## config.mk

```make
export PLATFORM = sky130hd
export DESIGN_NAME = fibo_seq_flat
export DESIGN_NICKNAME = d
export VERILOG_FILES = /design/src/rtl/fibo_seq_if.sv /design/src/rtl/fibo_seq.sv /design/src/flat_wrapper.sv
export SDC_FILE = /design/constraint.sdc
export NUM_CORES = 1
export LEC_CHECK = 0
export BUFFER_PORTS_ARGS = -buffer_cell sky130_fd_sc_hd__buf_4
export CAP_MARGIN = 15
export CELL_PAD_IN_SITES_DETAIL_PLACEMENT = 1
export CELL_PAD_IN_SITES_GLOBAL_PLACEMENT = 1
export CORE_MARGIN = 2
export CORE_UTILIZATION = 35
export DETAILED_ROUTE_END_ITERATION = 7
export PLACE_DENSITY_LB_ADDON = 0.2
export SYNTH_ARGS = -nofsm -noshare
export SYNTH_HDL_FRONTEND = slang
export SYNTH_SLANG_ARGS = --single-unit
```

## constraint.sdc

```tcl
create_clock -name CLK -period 1.9 [get_ports CLK]
set_input_delay 0.475 -clock CLK [delete_from_list [all_inputs] [get_ports CLK]]
set_output_delay 0.475 -clock CLK [all_outputs]
set_load 0.01 [all_outputs]
```

## src/rtl/fibo_seq_if.sv

```systemverilog
// rtl/fibo_seq_if.sv - request/result and adder-operand bundle for fibo_seq
//
// Purpose: groups the sequence request/term stream and the adder operand/result
// wires so the controller, the adder and the consumer share one connection.
// Signals:
//   START, N             request side: begin a run of N terms
//   BUSY, DONE           run status (DONE is a single-cycle pulse)
//   TERM, IDX, TERM_VALID, OVF   emitted term stream and sticky wrap flag
//   ADD_A, ADD_B, ADD_IEA, ADD_IEB   operands and load strobes to the adder
//   ADD_Y, ADD_OE        sum and result-valid from the adder
// Modports: slave = the fibo_seq controller, master = its environment.
interface fibo_seq_if #(
    parameter int BITS = 32,
    parameter int NW   = 8
);
    logic            START;
    logic [NW-1:0]   N;
    logic            BUSY;
    logic            DONE;
    logic [BITS-1:0] TERM;
    logic            TERM_VALID;
    logic [NW-1:0]   IDX;
    logic            OVF;
    logic [BITS-1:0] ADD_A;
    logic [BITS-1:0] ADD_B;
    logic            ADD_IEA;
    logic            ADD_IEB;
    logic [BITS-1:0] ADD_Y;
    logic            ADD_OE;

    modport slave (
        input  START, N, ADD_Y, ADD_OE,
        output BUSY, DONE, TERM, TERM_VALID, IDX, OVF,
               ADD_A, ADD_B, ADD_IEA, ADD_IEB
    );

    modport master (
        output START, N, ADD_Y, ADD_OE,
        input  BUSY, DONE, TERM, TERM_VALID, IDX, OVF,
               ADD_A, ADD_B, ADD_IEA, ADD_IEB
    );
endinterface

```

## src/rtl/fibo_seq.sv

```systemverilog
// rtl/fibo_seq.sv - Fibonacci sequence controller driving an external two-operand adder
//
// Purpose: emits F(0)..F(N-1) one term per TERM_VALID pulse. F(0) and F(1) are
// produced directly; every later term is obtained by loading the previous two
// terms into the adder and capturing its sum once per ADD_OE high period.
// Ports:
//   CLK    clock, rising edge
//   RST_N  asynchronous active-low reset
//   bus    fibo_seq_if.slave: START/N in, BUSY/DONE/TERM/TERM_VALID/IDX/OVF out,
//          ADD_A/ADD_B/ADD_IEA/ADD_IEB out to the adder, ADD_Y/ADD_OE in from it
// All outputs are registered.
module fibo_seq #(
    parameter int BITS = 32,
    parameter int NW   = 8
) (
    input  logic       CLK,
    input  logic       RST_N,
    fibo_seq_if.slave  bus
);

    typedef enum logic [2:0] {
        S_IDLE,
        S_EMIT0,
        S_EMIT1,
        S_ISSUE,
        S_WAITOE,
        S_WAITCLR,
        S_FIN
    } state_t;

    state_t          state_q;
    logic [NW-1:0]   n_q;
    // Index of the next term to emit; equals n_q once every term is out.
    logic [NW-1:0]   count_q;
    logic [BITS-1:0] r0_q;
    logic [BITS-1:0] r1_q;

    logic            busy_q;
    logic            done_q;
    logic [BITS-1:0] term_q;
    logic            term_valid_q;
    logic [NW-1:0]   idx_q;
    logic            ovf_q;
    logic [BITS-1:0] add_a_q;
    logic [BITS-1:0] add_b_q;
    // A single strobe register feeds both IEA and IEB so they can never differ.
    logic            add_ie_q;

    always_ff @(posedge CLK or negedge RST_N) begin
        if (!RST_N) begin
            state_q      <= S_IDLE;
            n_q          <= '0;
            count_q      <= '0;
            r0_q         <= '0;
            r1_q         <= '0;
            busy_q       <= 1'b0;
            done_q       <= 1'b0;
            term_q       <= '0;
            term_valid_q <= 1'b0;
            idx_q        <= '0;
            ovf_q        <= 1'b0;
            add_a_q      <= '0;
            add_b_q      <= '0;
            add_ie_q     <= 1'b0;
        end else begin
            // Pulse outputs default low every cycle.
            done_q       <= 1'b0;
            term_valid_q <= 1'b0;
            add_ie_q     <= 1'b0;

            case (state_q)
                S_IDLE: begin
                    if (bus.START) begin
                        n_q    <= bus.N;
                        ovf_q  <= 1'b0;
                        busy_q <= 1'b1;
                        if (bus.N == '0) begin
                            // DONE is raised on entry so it coincides with FIN,
                            // the last cycle BUSY is high.
                            done_q  <= 1'b1;
                            state_q <= S_FIN;
                        end else begin
                            state_q <= S_EMIT0;
                        end
                    end
                end

                S_EMIT0: begin
                    term_q       <= '0;
                    idx_q        <= '0;
                    term_valid_q <= 1'b1;
                    r0_q         <= '0;
                    if (n_q == NW'(1)) begin
                        done_q  <= 1'b1;
                        state_q <= S_FIN;
                    end else begin
                        state_q <= S_EMIT1;
                    end
                end

                S_EMIT1: begin
                    term_q       <= BITS'(1);
                    idx_q        <= NW'(1);
                    term_valid_q <= 1'b1;
                    r1_q         <= BITS'(1);
                    count_q      <= NW'(2);
                    if (n_q == NW'(2)) begin
                        done_q  <= 1'b1;
                        state_q <= S_FIN;
                    end else begin
                        // Go through WAITCLR so a stale OE left high by the
                        // unreset adder is drained before the first ISSUE.
                        state_q <= S_WAITCLR;
                    end
                end

                S_ISSUE: begin
                    add_a_q  <= r0_q;
                    add_b_q  <= r1_q;
                    add_ie_q <= 1'b1;
                    state_q  <= S_WAITOE;
                end

                S_WAITOE: begin
                    if (bus.ADD_OE) begin
                        term_q       <= bus.ADD_Y;
                        idx_q        <= count_q;
                        term_valid_q <= 1'b1;
                        r0_q         <= r1_q;
                        r1_q         <= bus.ADD_Y;
                        count_q      <= count_q + NW'(1);
                        // A sum smaller than an addend means it wrapped.
                        if (bus.ADD_Y < r1_q) begin
                            ovf_q <= 1'b1;
                        end
                        state_q <= S_WAITCLR;
                    end
                end

                S_WAITCLR: begin
                    // The adder holds OE for two cycles; waiting for it to drop
                    // gives exactly one capture per OE high period.
                    if (!bus.ADD_OE) begin
                        if (count_q == n_q) begin
                            done_q  <= 1'b1;
                            state_q <= S_FIN;
                        end else begin
                            state_q <= S_ISSUE;
                        end
                    end
                end

                S_FIN: begin
                    busy_q  <= 1'b0;
                    state_q <= S_IDLE;
                end

                default: begin
                    state_q <= S_IDLE;
                end
            endcase
        end
    end

    assign bus.BUSY       = busy_q;
    assign bus.DONE       = done_q;
    assign bus.TERM       = term_q;
    assign bus.TERM_VALID = term_valid_q;
    assign bus.IDX        = idx_q;
    assign bus.OVF        = ovf_q;
    assign bus.ADD_A      = add_a_q;
    assign bus.ADD_B      = add_b_q;
    assign bus.ADD_IEA    = add_ie_q;
    assign bus.ADD_IEB    = add_ie_q;

endmodule

```

## src/flat_wrapper.sv

```systemverilog
// flat-port wrapper written by rule: the top's interface ports become plain ports
module fibo_seq_flat 
#(
    parameter int BITS = 32,
    parameter int NW   = 8
)
  (CLK, RST_N, bus_START, bus_N, bus_ADD_Y, bus_ADD_OE, bus_BUSY, bus_DONE, bus_TERM, bus_TERM_VALID, bus_IDX, bus_OVF, bus_ADD_A, bus_ADD_B, bus_ADD_IEA, bus_ADD_IEB);
  fibo_seq_if #(.BITS(BITS), .NW(NW)) bus_i ();
  input  logic CLK;
  input  logic RST_N;
  input wire logic [$bits(bus_i.START)-1:0] bus_START;
  input wire logic [$bits(bus_i.N)-1:0] bus_N;
  input wire logic [$bits(bus_i.ADD_Y)-1:0] bus_ADD_Y;
  input wire logic [$bits(bus_i.ADD_OE)-1:0] bus_ADD_OE;
  output wire logic [$bits(bus_i.BUSY)-1:0] bus_BUSY;
  output wire logic [$bits(bus_i.DONE)-1:0] bus_DONE;
  output wire logic [$bits(bus_i.TERM)-1:0] bus_TERM;
  output wire logic [$bits(bus_i.TERM_VALID)-1:0] bus_TERM_VALID;
  output wire logic [$bits(bus_i.IDX)-1:0] bus_IDX;
  output wire logic [$bits(bus_i.OVF)-1:0] bus_OVF;
  output wire logic [$bits(bus_i.ADD_A)-1:0] bus_ADD_A;
  output wire logic [$bits(bus_i.ADD_B)-1:0] bus_ADD_B;
  output wire logic [$bits(bus_i.ADD_IEA)-1:0] bus_ADD_IEA;
  output wire logic [$bits(bus_i.ADD_IEB)-1:0] bus_ADD_IEB;
  assign bus_i.START = bus_START;
  assign bus_i.N = bus_N;
  assign bus_i.ADD_Y = bus_ADD_Y;
  assign bus_i.ADD_OE = bus_ADD_OE;
  assign bus_BUSY = bus_i.BUSY;
  assign bus_DONE = bus_i.DONE;
  assign bus_TERM = bus_i.TERM;
  assign bus_TERM_VALID = bus_i.TERM_VALID;
  assign bus_IDX = bus_i.IDX;
  assign bus_OVF = bus_i.OVF;
  assign bus_ADD_A = bus_i.ADD_A;
  assign bus_ADD_B = bus_i.ADD_B;
  assign bus_ADD_IEA = bus_i.ADD_IEA;
  assign bus_ADD_IEB = bus_i.ADD_IEB;
  fibo_seq #(.BITS(BITS), .NW(NW)) u_core (.CLK(CLK), .RST_N(RST_N), .bus(bus_i));
endmodule
```

==> results.sh <==
export IMPL_outcome="finished clean"
export IMPL_cp_start_kind="flop"
export IMPL_dr_pass1_iters=6
export IMPL_p_seq_frac=0.383
export IMPL_final_area_um2=10700
export IMPL_worst_pin_slew_ns=0.483
export IMPL_grt_max_degree=53
export IMPL_nets=1068
export IMPL_clockPowerShare=0.217
export IMPL_regToRegStartpoint="u_core.r1_q[27]$_DFFE_PN0P_"
export IMPL_syn_to_final_growth_pct=33.6
export IMPL_dp_hpwl_mm=16.0
export IMPL_die_area_um2=24100
export IMPL_cts_max_path_buffers=2
export IMPL_yosysWarnings=0
export IMPL_crit_required_ns=2.21
export IMPL_hold_viol_final=0
export IMPL_place_congestion=0.785
export IMPL_syn_avg_cell_area_um2=10.1
export IMPL_skew_ns=0.0114
export IMPL_power_mw=17.0
export IMPL_clk_latency_ns=0.44
export IMPL_start_util=0.355
export IMPL_power_net_switching_mw=6.29
export IMPL_yosysUniqueCellTypes=51
export IMPL_htree_num_levels=4
export IMPL_fp_row_count=55
export IMPL_fin_util=0.475
export IMPL_maxCapViolCount=0
export IMPL_sw_frac_of_total=0.370
export IMPL_drive_above_1_share=0.280
export IMPL_die_x_um=155
export IMPL_rr_endpoint="u_core.bus.OVF$_DFFE_PN0P_"
export IMPL_drc=0
export IMPL_die_h_um=155
export IMPL_final_antenna_net_count=0
export IMPL_cts_tree="done"
export IMPL_hp_class="in2reg"
export IMPL_reg2reg_depth=6
export IMPL_diodes=0
export IMPL_ios=154
export IMPL_finalSetupViolations=0
export IMPL_post_synth_instance_area_um2=8000
export IMPL_ys_seq_area_frac=0.601
export IMPL_crit_chain="inv_1 > ha_1 > nand4_1 > or4_4 > a211oi_2 > o41ai_2"
export IMPL_cp_max_fo=3
export IMPL_tns_ns=0
export IMPL_ys_seq_elements=192
export IMPL_clock_sinks=192
export IMPL_whs_path_depth=3
export IMPL_critPathMaxStageDelay_ns=0.56
export IMPL_final_common_cell="nand2_1"
export IMPL_endpoint_kind="flop"
export IMPL_netlist_instances=789
export IMPL_vias=6349
export IMPL_drt_initial_drc_count=194
export IMPL_power_leakage_nw=5.42
export IMPL_finalCritPeriodShare=0.973
export IMPL_rrSetupSlack_ns=0.05
export IMPL_clk_pin_slew_ns=0.08
export IMPL_combPwrFrac=0.400
export IMPL_io_buffers=153
export IMPL_period_needed_ns=1.85
export IMPL_grt_use_total=0.197
export IMPL_mostFrequentLayoutCells="nand2_1, buf_4, dfrtp_1, o21ai_0, inv_1"
export IMPL_p_int_mw=10.7
export IMPL_p_per_area_nw_per_um2=1590
export IMPL_drt_wl_total_mm=22.6
export IMPL_hold_start="bus_ADD_Y[7]"
export IMPL_crit_arrival_ns=2.16
export IMPL_core_area_um2=22500
export IMPL_grt_pass1_wl_mm=36.7
export IMPL_grt_pass1_vias=6761
export IMPL_cp_slowest_cell="or4_4"
export IMPL_fmax_mhz=541
export IMPL_vdd_ir_drop_worst_mv=0.648
export IMPL_hold_path_end="u_core.bus.TERM[7]$_DFFE_PN0P_"
export IMPL_via_per_inst=4.92
export IMPL_place_area_um2=10000
export IMPL_critPathTopFamily="simple AND/OR/NAND/NOR gates"
export IMPL_crit_buf_inv=1
export IMPL_drv_slew=0
export IMPL_overflow=0
export IMPL_rsz0062_at_grt="true"
export IMPL_cts_buffers=17
export IMPL_syn_nets=865
export IMPL_clock_root_buffer="clkbuf_16"
export IMPL_relSlewSlack=0.678
export IMPL_worstSetupPathType="reg2reg"
export IMPL_wl_per_cell_um=17.5
export IMPL_fillCellCount=2524
export IMPL_antenna_found_initial=0
layout make-up:
type | count | area (um^2) | area share
clock buffers | 21 | 450 | 0.0422
clock inverters | 11 | 143 | 0.0133
inverters | 35 | 131 | 0.0123
multi-input cells | 519 | 2940 | 0.275
flip-flops and latches | 192 | 4800 | 0.450
well taps | 285 | 357 | 0.0334
repair buffers | 227 | 1860 | 0.174
cells in the mapped netlist, drive strengths merged:
library cell    n  area share
nand3           7      0.0044
maj3            1      0.0013
o32ai           1      0.0011
a211oi          3      0.0028
o2111ai         1      0.0011
nor2b           5      0.0039
a311oi          1      0.0011
o211ai          1     0.00094
o221a           1      0.0014
a21oi          19       0.012
and2            2      0.0016
a21o            6      0.0056
and4b           1      0.0013
nor4b           1      0.0011
a32oi           1      0.0011
nor4            3      0.0023
mux2i           1      0.0013
nor3            2      0.0027
o41ai           1      0.0011
buf            19       0.012
or4             2      0.0019
or3             3      0.0023
nor2           15      0.0074
or2             2      0.0016
and3            2      0.0016
dfrtp         192        0.60
o21ai         105       0.066
nand4          11       0.010
inv            34       0.016
clkbuf         24       0.011
a221oi          1      0.0019
mux2            9       0.013
nand2         238        0.11
o22a            2      0.0022
a221o           1      0.0013
ha             32       0.050
o31ai           2      0.0019
clkinv          1     0.00047
nand2b          3      0.0023
a22o           21       0.023
xnor2           8      0.0088
xor2            4      0.0044
worst max-delay path by stage:
stage	start	to	slack, ns	cells after the start
detailed placement	bus_ADD_Y[31]	u_core.bus.OVF$_DFFE_PN0P_	-0.33	6
finish	u_core.r1_q[27]$_DFFE_PN0P_	u_core.bus.OVF$_DFFE_PN0P_	0.05	6
global route	u_core.r1_q[27]$_DFFE_PN0P_	u_core.bus.OVF$_DFFE_PN0P_	-0.01	6
CTS	u_core.r1_q[31]$_DFFE_PN0P_	u_core.bus.OVF$_DFFE_PN0P_	0.003	6
global placement	bus_ADD_Y[31]	u_core.bus.OVF$_DFFE_PN0P_	-0.20	6
floorplan	bus_ADD_Y[31]	u_core.bus.OVF$_DFFE_PN0P_	0.12	5
power groups by stage:
stage	clock (mW)	combinational (mW)	sequential (mW)
floorplan	0	3.08	6.74
global placement	0	6.65	6.55
detailed placement	0	6.84	6.58
CTS	3.81	6.89	6.52
global route	3.95	7.62	6.71
finish	3.69	6.81	6.51
flip-flops by register name, indices dropped and copies added (netlist names), 3 cells and up:
signal / flops
u_core.count_q: 8
u_core.bus.TERM: 32
u_core.r1_q: 32
u_core.state_q: 3
u_core.n_q: 8
u_core.bus.IDX: 8
u_core.r0_q: 32
u_core.bus.ADD_A: 32
u_core.bus.ADD_B: 32
stage by stage:
| step | instances | hold slack [ns] | setup slack, ns |
|---|---|---|---|
| after floorplan | 789 | 0.179 | 0.120 |
| after global placement | 1256 | 0.449 | -0.199 |
| after detailed placement | 1256 | 0.455 | -0.335 |
| after CTS | 1290 | 0.240 | 0.00340 |
| after global routing | 1290 | 0.253 | -0.0137 |
| final | 1290 | 0.262 | 0.0517 |
cell families (layout without fill, tap and decap cells):
logic type | Yosys count | in the layout | synth area share
adders and majority gates | 33 | 33 | 0.0513
buffers and inverters | 78 | 294 | 0.0400
and+or+nand+nor | 297 | 297 | 0.157
xor gates and xnor gates | 12 | 12 | 0.0131
muxes | 10 | 10 | 0.0139
DFF | 192 | 192 | 0.601
AOI/OAI and AO/OA | 167 | 167 | 0.124
worst register-to-register path: stages, from the launching register on:
cell and delay [ns]:
dfrtp_1 0.33, inv_1 0.05, ha_1 0.31, nand4_1 0.16, or4_4 0.57, a211oi_2 0.22
o41ai_2 0.08
repair_timing:
action,4_1_cts,5_1_grt
buffers inserted,1,0
gates resized for setup,2,7
endpoints found under the hold margin,11,0
hold buffers,1,0
endpoints found under the setup margin,1,5
pin swaps,2,2
metal layers:
layer	up-vias	share of wire	GRT usage
met3	17	0.049	0.0454
met1	3179	0.46	0.260
met4	0	0.010	0.0516
li1	3036	-	-
met5	-	0	0
met2	117	0.48	0.328
Power figures use the tool's default switching activity.
